$ cat src/rtl/opti_sample_feeder.sv
// Sample pacing stage in front of a single biquad section: FIFO buffering
// plus a one-outstanding-sample handshake with a guard gap after each result.
module opti_sample_feeder #(
  parameter int unsigned DEPTH   = 8,
  parameter int unsigned GAP_MIN = 4,
  parameter int unsigned TIMEOUT = 64
) (
  input  logic                   clk,
  input  logic                   rst,
  input  logic [23:0]            s_data,
  input  logic                   s_valid,
  output logic                   s_ready,
  output logic [23:0]            sos_data,
  output logic                   sos_valid,
  input  logic                   sos_done,
  output logic [$clog2(DEPTH):0] fill_level,
  output logic                   busy,
  output logic                   err_timeout,
  output logic                   err_stray
);

  localparam int unsigned AW = $clog2(DEPTH);
  localparam int unsigned GW = $clog2(GAP_MIN + 1);
  localparam int unsigned TW = $clog2(TIMEOUT + 1);

  localparam logic [AW:0]   FULL_LVL = DEPTH[AW:0];
  localparam logic [GW-1:0] GAP_LAST = GW'(GAP_MIN - 1);
  localparam logic [TW-1:0] TMO_LAST = TW'(TIMEOUT - 1);

  typedef enum logic [1:0] {
    IDLE,
    ISSUE,
    WAIT_DONE,
    GAP
  } state_t;

  state_t        state;
  state_t        state_nxt;

  logic [23:0]   mem [DEPTH];
  logic [AW-1:0] wr_ptr;
  logic [AW-1:0] rd_ptr;
  logic [AW:0]   count;
  logic [GW-1:0] gap_cnt;
  logic [TW-1:0] tmo_cnt;

  logic          push;
  logic          pop;
  logic          timeout_hit;
  logic          stray_hit;

  assign s_ready    = (count != FULL_LVL);
  assign push       = s_valid && s_ready;
  assign fill_level = count;
  assign sos_valid  = (state == ISSUE);
  assign busy       = (state != IDLE);
  assign stray_hit  = sos_done && (state != WAIT_DONE);

  // Storage array; not reset, occupancy is tracked by the pointers.
  always_ff @(posedge clk) begin
    if (push) begin
      mem[wr_ptr] <= s_data;
    end
  end

  // FIFO pointers and occupancy.
  always_ff @(posedge clk or posedge rst) begin
    if (rst) begin
      wr_ptr <= '0;
      rd_ptr <= '0;
      count  <= '0;
    end else begin
      if (push) begin
        wr_ptr <= wr_ptr + 1'b1;
      end
      if (pop) begin
        rd_ptr <= rd_ptr + 1'b1;
      end
      case ({push, pop})
        2'b10:   count <= count + 1'b1;
        2'b01:   count <= count - 1'b1;
        default: count <= count;
      endcase
    end
  end

  // Issue register: loaded with the FIFO head on every pop.
  always_ff @(posedge clk or posedge rst) begin
    if (rst) begin
      sos_data <= '0;
    end else if (pop) begin
      sos_data <= mem[rd_ptr];
    end
  end

  // State register.
  always_ff @(posedge clk or posedge rst) begin
    if (rst) begin
      state <= IDLE;
    end else begin
      state <= state_nxt;
    end
  end

  // Next-state, pop and timeout decisions.
  always_comb begin
    state_nxt   = state;
    pop         = 1'b0;
    timeout_hit = 1'b0;
    case (state)
      IDLE: begin
        if (count != '0) begin
          state_nxt = ISSUE;
          pop       = 1'b1;
        end
      end
      ISSUE: begin
        state_nxt = WAIT_DONE;
      end
      WAIT_DONE: begin
        if (sos_done) begin
          state_nxt = GAP;
        end else if (tmo_cnt == TMO_LAST) begin
          state_nxt   = GAP;
          timeout_hit = 1'b1;
        end
      end
      GAP: begin
        if (gap_cnt == GAP_LAST) begin
          if (count != '0) begin
            state_nxt = ISSUE;
            pop       = 1'b1;
          end else begin
            state_nxt = IDLE;
          end
        end
      end
      default: begin
        state_nxt = IDLE;
      end
    endcase
  end

  // Both counters sit at zero outside their state, so they start cleared on entry.
  always_ff @(posedge clk or posedge rst) begin
    if (rst) begin
      gap_cnt <= '0;
      tmo_cnt <= '0;
    end else begin
      gap_cnt <= (state == GAP)       ? gap_cnt + 1'b1 : '0;
      tmo_cnt <= (state == WAIT_DONE) ? tmo_cnt + 1'b1 : '0;
    end
  end

  // Sticky error flags, cleared only by reset.
  always_ff @(posedge clk or posedge rst) begin
    if (rst) begin
      err_timeout <= 1'b0;
      err_stray   <= 1'b0;
    end else begin
      if (timeout_hit) begin
        err_timeout <= 1'b1;
      end
      if (stray_hit) begin
        err_stray <= 1'b1;
      end
    end
  end

endmodule

$ cat config.mk
export PLATFORM = sky130hd
export DESIGN_NAME = opti_sample_feeder
export DESIGN_NICKNAME = d
export VERILOG_FILES = /design/src/rtl/opti_sample_feeder.sv
export SDC_FILE = /design/constraint.sdc
export NUM_CORES = 1
export LEC_CHECK = 0
export ABC_AREA = 1
export CAP_MARGIN = 30
export CORE_UTILIZATION = 40
export CTS_CLUSTER_DIAMETER = 40
export DETAILED_ROUTE_END_ITERATION = 6
export GPL_TIMING_DRIVEN = 1
export PLACE_DENSITY = 0.67
export SLEW_MARGIN = 25
export SYNTH_ARGS = -nofsm -noshare
export SYNTH_HDL_FRONTEND = slang
export SYNTH_SLANG_ARGS = --single-unit
$ cat constraint.sdc
create_clock -name clk -period 2.2 [get_ports clk]
set_input_delay 0.66 -clock clk [delete_from_list [all_inputs] [get_ports clk]]
set_output_delay 0.66 -clock clk [all_outputs]
set_load 0.02 [all_outputs]
==> impl_metrics.yaml, run 1 <==
outcome:
  status: "finished clean"
pwr:
  power_frac_seq_pct: 34.7
  swShare_pct: 34.2
  p_per_area_nw_per_um2: 1390
  netSwitchingPower_w: 0.00605
  vdd_drop_max_mv: 0.708
  p_leak_nw: 5.60
  p_int_w: 0.0116
  combinationalPowerShare_pct: 33.2
  pwr-share-clk_pct: 32.1
timing:
  fin_skew_ps: 14.3
  finalCriticalPeriod_ps: 2130
  slew_headroom_pct: 68.0
  finalSetupTns_ps: 0
  tightest_slew_ps: 476
  min_period_over_period_pct: 97.0
  hold_viol_final: 0
  setup_viol: 0
  grt_setup_unrepaired: "true"
  slew_violations: 0
  max_freq_mhz: 469
synthesis:
  yosys.area.top_type: "edfxtp_1"
  synth-seq-cells: 240
  async_reset_ff_share_pct: 20.0
  synth_top_area_share_pct: 56.0
  synth_common_cells: "nand2_1, edfxtp_1, inv_1, nand3_1, dfrtp_1"
  yosys-top-cells-area: "edfxtp_1, nand2_1, dfrtp_1"
  synth_cells: 997
  synth.most_common_cell: "nand2_1"
  synth_nets: 1039
  ys_types: 26
  synth-main-ff-cell: "edfxtp_1"
  synth-edff-count: 192
  syn_avg_cell_area_um2: 10.3
  ys_warn_count: 0
  syn_area_um2: 10300
  seq_area_frac_synth_pct: 67.7
route:
  drc: 0
  postRouteAntennaNets: 0
  vias: 6804
  wl_per_cell_um: 15.3
  dr.pass1.iters: 5
  vias_per_cell: 4.72
  drtIter0Drc: 415
  finalWirelength_um: 22100
worst_setup_path:
  critPathLaunchType: "flop"
  r2r-end: "fill_level[3]"
  timing.rr.start: "gap_cnt[0]"
  path_class: "reg2out"
  reg2regPathDepth: 14
  cp.required_ps: 1540
  r2r_setup_slack_ps: 130
  critical_path_peak_fanout: 3
  cp-end-kind: "output port"
  crit_arrival_ps: 1470
place:
  portBuffers: 60
  gp_congestion: 0.773
  dp_hpwl_um: 12600
  placed_area_um2: 11500
floorplan:
  core-area_um2: 25200
  rows: 58
  die_w_um: 162
  io_pins: 61
  start_util_pct: 40.9
  die-area_um2: 26400
  die_height_um: 162
clocking:
  cts.sinks: 240
  cts-root-buf: "clkbuf_16"
  cts-buffers-inserted: 34
  htree_levels: 2
  cts_tree: "done"
  clock_latency_ps: 500
  cts_hold_buffers: 0
  cts_max_path_buffers: 3
  path_clk_slew_ps: 50
grt:
  grt_max_degree: 99
  grt_pass1_wl_um: 36100
  grt_pass1_vias: 6984
  antenna_found_initial: 0
  grt_usage_pct: 17.7
  overflow: 0
worst_hold_path:
  min_path_type: "reg2reg"
  worstHoldStart: "tmo_cnt[0]"
  whs_path_depth: 1
  holdPathEnd: "tmo_cnt[0]"
finish:
  n_fill_cell: 2184
  area_growth_pct: 23.8
  multi_input_area_um2: 2500
  antennaDiodeCount: 0
  layout-drive-gt1-share_pct: 10.4
  nets: 1128
  seq_area_um2: 6970
  fin_area_um2: 12700
flow_run:
  cap_violations: 0
## cell type report
class,instances,area share (%)
Clock buffer,42,7.42
Clock inverter,20,2.03
Inverter,174,5.13
Multi-Input combinational cell,542,19.6
Sequential cell,240,54.7
Tap cell,330,3.24
Timing Repair Buffer,94,7.89
## registers in the layout (all words and copies together), names as in the netlist
register,flops
err_timeout,1
wr_ptr,3
fill_level,4
tmo_cnt,7
sos_data,24
state,2
gap_cnt,3
err_stray,1
mem,192
rd_ptr,3
## placed cells by master (no fill, tap or decap), types with 2 or more instances in the layout
cell	count
or2_2	2
nand3_1	153
nor2_2	8
clkinv_4	3
xnor2_1	2
dlygate4sd2_1	4
a21oi_1	5
inv_1	168
bufinv_16	5
clkbuf_16	37
clkbuf_1	5
dfrtp_2	2
ha_2	2
nor3_1	2
o21ai_0	8
nor2_4	2
ha_1	8
edfxtp_1	192
nand2_1	330
buf_4	21
nor2_1	9
clkinvlp_4	3
ha_4	3
clkdlybuf4s50_1	53
inv_6	3
clkinv_1	3
buf_12	12
clkinv_2	3
inv_2	5
o21bai_1	2
xor2_1	2
dfrtp_1	46
## what timing repair did
item,CTS,global route
resized for setup,12,9
endpoints found under the setup margin,7,4
pin swaps,0,2
buffers inserted,1,2
## power groups by stage
stage | clock network (W) | logic [W] | registers [W]
2_1_floorplan | 0 | 0.00356 | 0.00646
3_3_place_gp | 0 | 0.00567 | 0.00621
3_5_place_dp | 0 | 0.00580 | 0.00622
4_1_cts | 0.00577 | 0.00583 | 0.00613
5_1_grt | 0.00596 | 0.00658 | 0.00622
6_report | 0.00567 | 0.00587 | 0.00613
## worst max-delay path by stage
stage / from / cells after the start / end / slack (ps)
floorplan: fill_level[0] / 5 / mem[0][0] / -120
global placement: s_valid / 6 / mem[6][22] / -200
detailed placement: s_valid / 9 / fill_level[3] / -230
CTS: state[0] / 4 / busy / 10
global route: gap_cnt[0] / 14 / fill_level[3] / -4
finish: state[1] / 3 / sos_valid / 70
## per-stage QoR
step | util [%] | worst slack [ps] | hold WS, ps | cells | total power, W
global placement | 45.5 | -197 | 418 | 1376 | 0.0119
finish | 50.6 | 66.0 | 460 | 1442 | 0.0177
floorplan | - | -119 | 409 | 997 | 0.0100
CTS | 50.3 | 9.69 | 430 | 1439 | 0.0177
global route | 50.6 | -3.80 | 496 | 1442 | 0.0188
detailed placement | 45.5 | -234 | 423 | 1376 | 0.0120
## cell families (layout without fill, tap and decap cells)
| kind of cell | Yosys count | count (layout) | share of synthesized area (%) |
|---|---|---|---|
| xor+xnor | 4 | 4 | 0.341 |
| flops | 240 | 240 | 67.7 |
| simple gates | 508 | 508 | 20.6 |
| compound gates | 16 | 16 | 0.827 |
| fa+ha+maj | 14 | 14 | 1.78 |
| buf+inv | 215 | 330 | 8.72 |
## metal layers
layer  global-route usage (%)  wire (um)  up-vias
li1                         -          -     3374
met1                     22.4       9500     3222
met2                     30.1      11100      167
met3                     2.95        950       41
met4                     7.12        522        0
met5                        0          0        -
## worst max-delay path: stages, from the launching register on
cell,delay [ps]
dfrtp_1,380
inv_1,130
ha_1,160
clkdlybuf4s15_1,300
No activity file was read; power rests on OpenSTA's default activity.
==> run 2: changes to the inputs <==
- PLACE_DENSITY: 0.67 -> not set
- PLACE_DENSITY_LB_ADDON: not set -> 0.25
==> impl_metrics.yaml, run 2 (synthesis gave the netlist of run 1 again) <==
finish:
  final_cell_mix: "nand2_1, edfxtp_1, inv_1"
  fin_cells: 1444
  n_fill_cell: 2232
  multi_input_area_um2: 2480
  fin_util_pct: 50.1
  nets: 1130
  top_regs: "mem x192, sos_data x24, tmo_cnt x7"
  antennaDiodeCount: 0
  final_common_cell: "nand2_1"
  seq_area_um2: 6970
  largest_reg_flops: 192
  regMostFlops: "mem"
  fin_area_um2: 12600
  layout-drive-gt1-share_pct: 10.4
  area_growth_pct: 22.7
timing:
  tightest_slew_ps: 606
  hold_viol_final: 0
  slew_violations: 0
  fin_hold_ws_ps: 432
  fin_skew_ps: 25.0
  finalCriticalPeriod_ps: 2140
  setup_viol: 0
  finalSetupTns_ps: 0
  grt_setup_unrepaired: "false"
  slew_headroom_pct: 59.6
  max_freq_mhz: 467
  min_period_over_period_pct: 97.3
place:
  placed_area_um2: 11500
  portBuffers: 60
  gp_congestion: 0.761
  placed_cells: 1379
  dp_hpwl_um: 12700
clocking:
  cts_max_path_buffers: 3
  cts_tree: "done"
  cts-root-buf: "clkbuf_16"
  cts-buffers-inserted: 35
  cts_hold_buffers: 0
  htree_levels: 2
  clock_latency_ps: 510
  path_clk_slew_ps: 50
  cts.sinks: 240
grt:
  grt_pass1_wl_um: 35200
  antenna_found_initial: 0
  grt_usage_pct: 17.4
  grt_max_degree: 99
  overflow: 0
  grt_pass1_vias: 6502
floorplan:
  io_pins: 61
  die_height_um: 162
  die-area_um2: 26400
  start_util_pct: 40.9
  die_w_um: 162
  core-area_um2: 25200
  rows: 58
pwr:
  p_leak_nw: 5.55
  vdd_drop_max_mv: 0.723
  p_per_area_nw_per_um2: 1360
worst_setup_path:
  crit_buf_inv: 1
  crit_chain: "clkdlybuf4s50_1"
  cp-end-kind: "output port"
  cp_top_family: "buffers and inverters"
  path_class: "reg2out"
  critical_path_peak_fanout: 2
  slowest_delay_ps: 610
  critPathLaunchType: "flop"
  crit_arrival_ps: 1480
  cp.required_ps: 1540
  slowest_stage: "clkdlybuf4s50_1"
route:
  finalWirelength_um: 21900
  drc: 0
  postRouteAntennaNets: 0
  dr.pass1.iters: 6
  vias: 6747
  vias_per_cell: 4.67
  drtIter0Drc: 480
  wl_per_cell_um: 15.2
flow_run:
  cap_violations: 0
outcome:
  status: "finished clean"
worst_hold_path:
  min_path_type: "reg2reg"
-- run 2: cell count changes in the layout (fill, tap and decap cells not counted), moves of 2 or more --
cell,change
buf_4,+3
bufinv_16,-4
clkbuf_1,+2
clkinvlp_4,+2
ha_4,-2
-- run 2: what timing repair did --
item                       in CTS  in global routing
gates resized for setup        11                 11
setup buffers                   1                  1
setup endpoints to repair       7                  6
cloned                          0                  0
pin swaps                       1                  1
-- run 2: area by class of cell --
class	count	share of cell area, %
clock buffer	45	7.65
clock inverter	18	1.22
inverter	174	5.17
multi-input combinational	542	19.6
sequential	240	55.2
tap	330	3.27
timing repair buffer	95	7.86
-- run 2: final timing paths --
| check | from | end | slack, ps | cells past startpoint |
|---|---|---|---|---|
| max | sos_data[16] | sos_data[16] | 60 | 1 |
| min | gap_cnt[0] | gap_cnt[0] | 430 | 1 |
| max in group asynchronous | rst | sos_data[9] | 1400 | 3 |
| min reg2reg | gap_cnt[0] | gap_cnt[0] | 430 | 1 |
| min in group asynchronous | rst | rd_ptr[2] | 540 | 3 |
| max reg2reg | gap_cnt[0] | fill_level[3] | 160 | 14 |
-- run 2: per-stage QoR --
stage	setup slack, ps	power (W)
2_1_floorplan	-119	0.0100
3_3_place_gp	-196	0.0120
4_1_cts	2.66	0.0173
3_5_place_dp	-199	0.0120
6_report	59.5	0.0172
5_1_grt	4.65	0.0183
-- run 2: per-layer routing --
metal	track usage (%)	vias up	routed length [um]	share of wire, %
met1	23.8	3190	9960	45
met2	28.1	142	10500	48
met5	0	-	0	0
met4	5.75	0	438	2.0
li1	-	3380	-	-
met3	3.23	35	973	4.4
-- run 2: report_power, final --
| part | internal, W | switching [W] | total, W | leakage [nW] |
|---|---|---|---|---|
| Combinational | 0.00211 | 0.00368 | 0.00579 | 2.67 |
| Clock | 0.00326 | 0.00202 | 0.00528 | 0.534 |
| Sequential | 0.00580 | 0.000332 | 0.00613 | 2.35 |
==> run 3: changes to the inputs <==
- CORE_UTILIZATION: 40 -> 45
==> impl_metrics.yaml, run 3 (synthesis gave the netlist of run 1 again) <==
outcome:
  status: "finished clean"
clocking:
  cts-buffers-inserted: 35
  cts_max_path_buffers: 3
  htree_levels: 2
  cts_tree: "done"
  cts.sinks: 240
  clock_latency_ps: 510
  path_clk_slew_ps: 50
  cts-root-buf: "clkbuf_16"
floorplan:
  start_util_pct: 46.6
  die_w_um: 153
  rows: 54
  die_height_um: 153
  core-area_um2: 22100
  die-area_um2: 23500
  io_pins: 61
grt:
  grt_max_degree: 70
  antenna_found_initial: 0
  overflow: 0
  grt_pass1_wl_um: 34400
  grt_pass1_vias: 6701
  grt_usage_pct: 19.0
timing:
  finalCriticalPeriod_ps: 2150
  grt_setup_unrepaired: "true"
  setup_viol: 0
  finalSetupTns_ps: 0
  max_freq_mhz: 465
  min_period_over_period_pct: 97.8
  slew_violations: 0
  tightest_slew_ps: 609
  hold_viol_final: 0
  fin_skew_ps: 21.0
  slew_headroom_pct: 59.4
place:
  placed_cells: 1325
  portBuffers: 60
  dp_hpwl_um: 12100
  gp_congestion: 0.777
finish:
  regMostFlops: "mem"
  final_common_cell: "nand2_1"
  top_regs: "mem x192, sos_data x24, tmo_cnt x7"
  antennaDiodeCount: 0
  final_cell_mix: "nand2_1, edfxtp_1, inv_1"
  area_growth_pct: 23.1
  largest_reg_flops: 192
  fin_cells: 1391
  layout-drive-gt1-share_pct: 10.4
  nets: 1126
worst_setup_path:
  critical_path_peak_fanout: 5
  cp.required_ps: 1540
  cp-end-kind: "output port"
  critPathLaunchType: "flop"
  crit_arrival_ps: 1490
  path_class: "reg2out"
route:
  drtIter0Drc: 387
  vias: 6863
  finalWirelength_um: 21600
  vias_per_cell: 4.93
  dr.pass1.iters: 4
  wl_per_cell_um: 15.6
  postRouteAntennaNets: 0
  drc: 0
pwr:
  vdd_drop_max_mv: 0.758
  p_leak_nw: 5.59
  p_per_area_nw_per_um2: 1390
flow_run:
  cap_violations: 0
worst_hold_path:
  min_path_type: "reg2reg"
[run 3: cell count changes in the layout (fill, tap and decap cells not counted), sizes merged]
cell           previous run  this run
clkbuf                   46        43
bufinv                    1         6
buf                      35        32
dlygate4sd2               4         5
clkdlybuf4s15             2         1
clkinvlp                  5         2
inv                     178       179
[run 3: timing repair]
item | 4_1_cts | 5_1_grt
gates resized for setup | 14 | 7
setup buffers | 0 | 2
hold buffers | 0 | 0
endpoints found under the setup margin | 7 | 6
pin swaps | 0 | 1
[run 3: worst max-delay path, stage by stage (launching register included)]
cell and delay [ps]:
dfrtp_2 430, inv_2 80, ha_2 200, inv_1 40
clkdlybuf4s15_2 240
[run 3: worst paths after layout]
kind                             from            end  slack (ps)  cells after the start
min in group asynchronous         rst    sos_data[9]         490                      2
min                        gap_cnt[0]     gap_cnt[0]         430                      1
max reg2reg                  state[1]  fill_level[2]         120                     11
max                          state[1]           busy          50                      4
min reg2reg                gap_cnt[0]     gap_cnt[0]         430                      1
max in group asynchronous         rst       state[1]        1220                      3
[run 3: layer usage]
metal / routed length (um) / GRT usage (%) / up-vias
li1: - / - / 3378
met1: 9520 / 23.7 / 3284
met2: 10600 / 33.0 / 157
met3: 998 / 3.29 / 44
met4: 529 / 7.26 / 0
met5: 0 / 0 / -
[run 3: through the flow]
step           power (W)  cell area, um2  hold WS, ps  utilization, %  setup WS (ps)
2_1_floorplan     0.0100           10300          409               -           -119
3_3_place_gp      0.0118           11400          418            51.6           -194
3_5_place_dp      0.0119           11400          427            51.6           -193
4_1_cts           0.0178           12600          434            57.1           10.2
5_1_grt           0.0187           12700          455            57.3          -18.8
6_report          0.0176           12700          431            57.3           48.7
[run 3: area by class of cell]
cell class,instances,area (um2)
well taps,280,350
clock buffers,43,927
multi-input cells,542,2480
inverters,174,653
flip-flops and latches,240,6970
clock inverters,21,305
fillers,1839,9430
repair buffers,91,973
[run 3: power by group]
group / switching, W / total (W) / internal [W]
Sequential: 0.000361 / 0.00616 / 0.00580
Combinational: 0.00364 / 0.00569 / 0.00205
Clock: 0.00204 / 0.00580 / 0.00376
Total: 0.00604 / 0.0176 / 0.0116
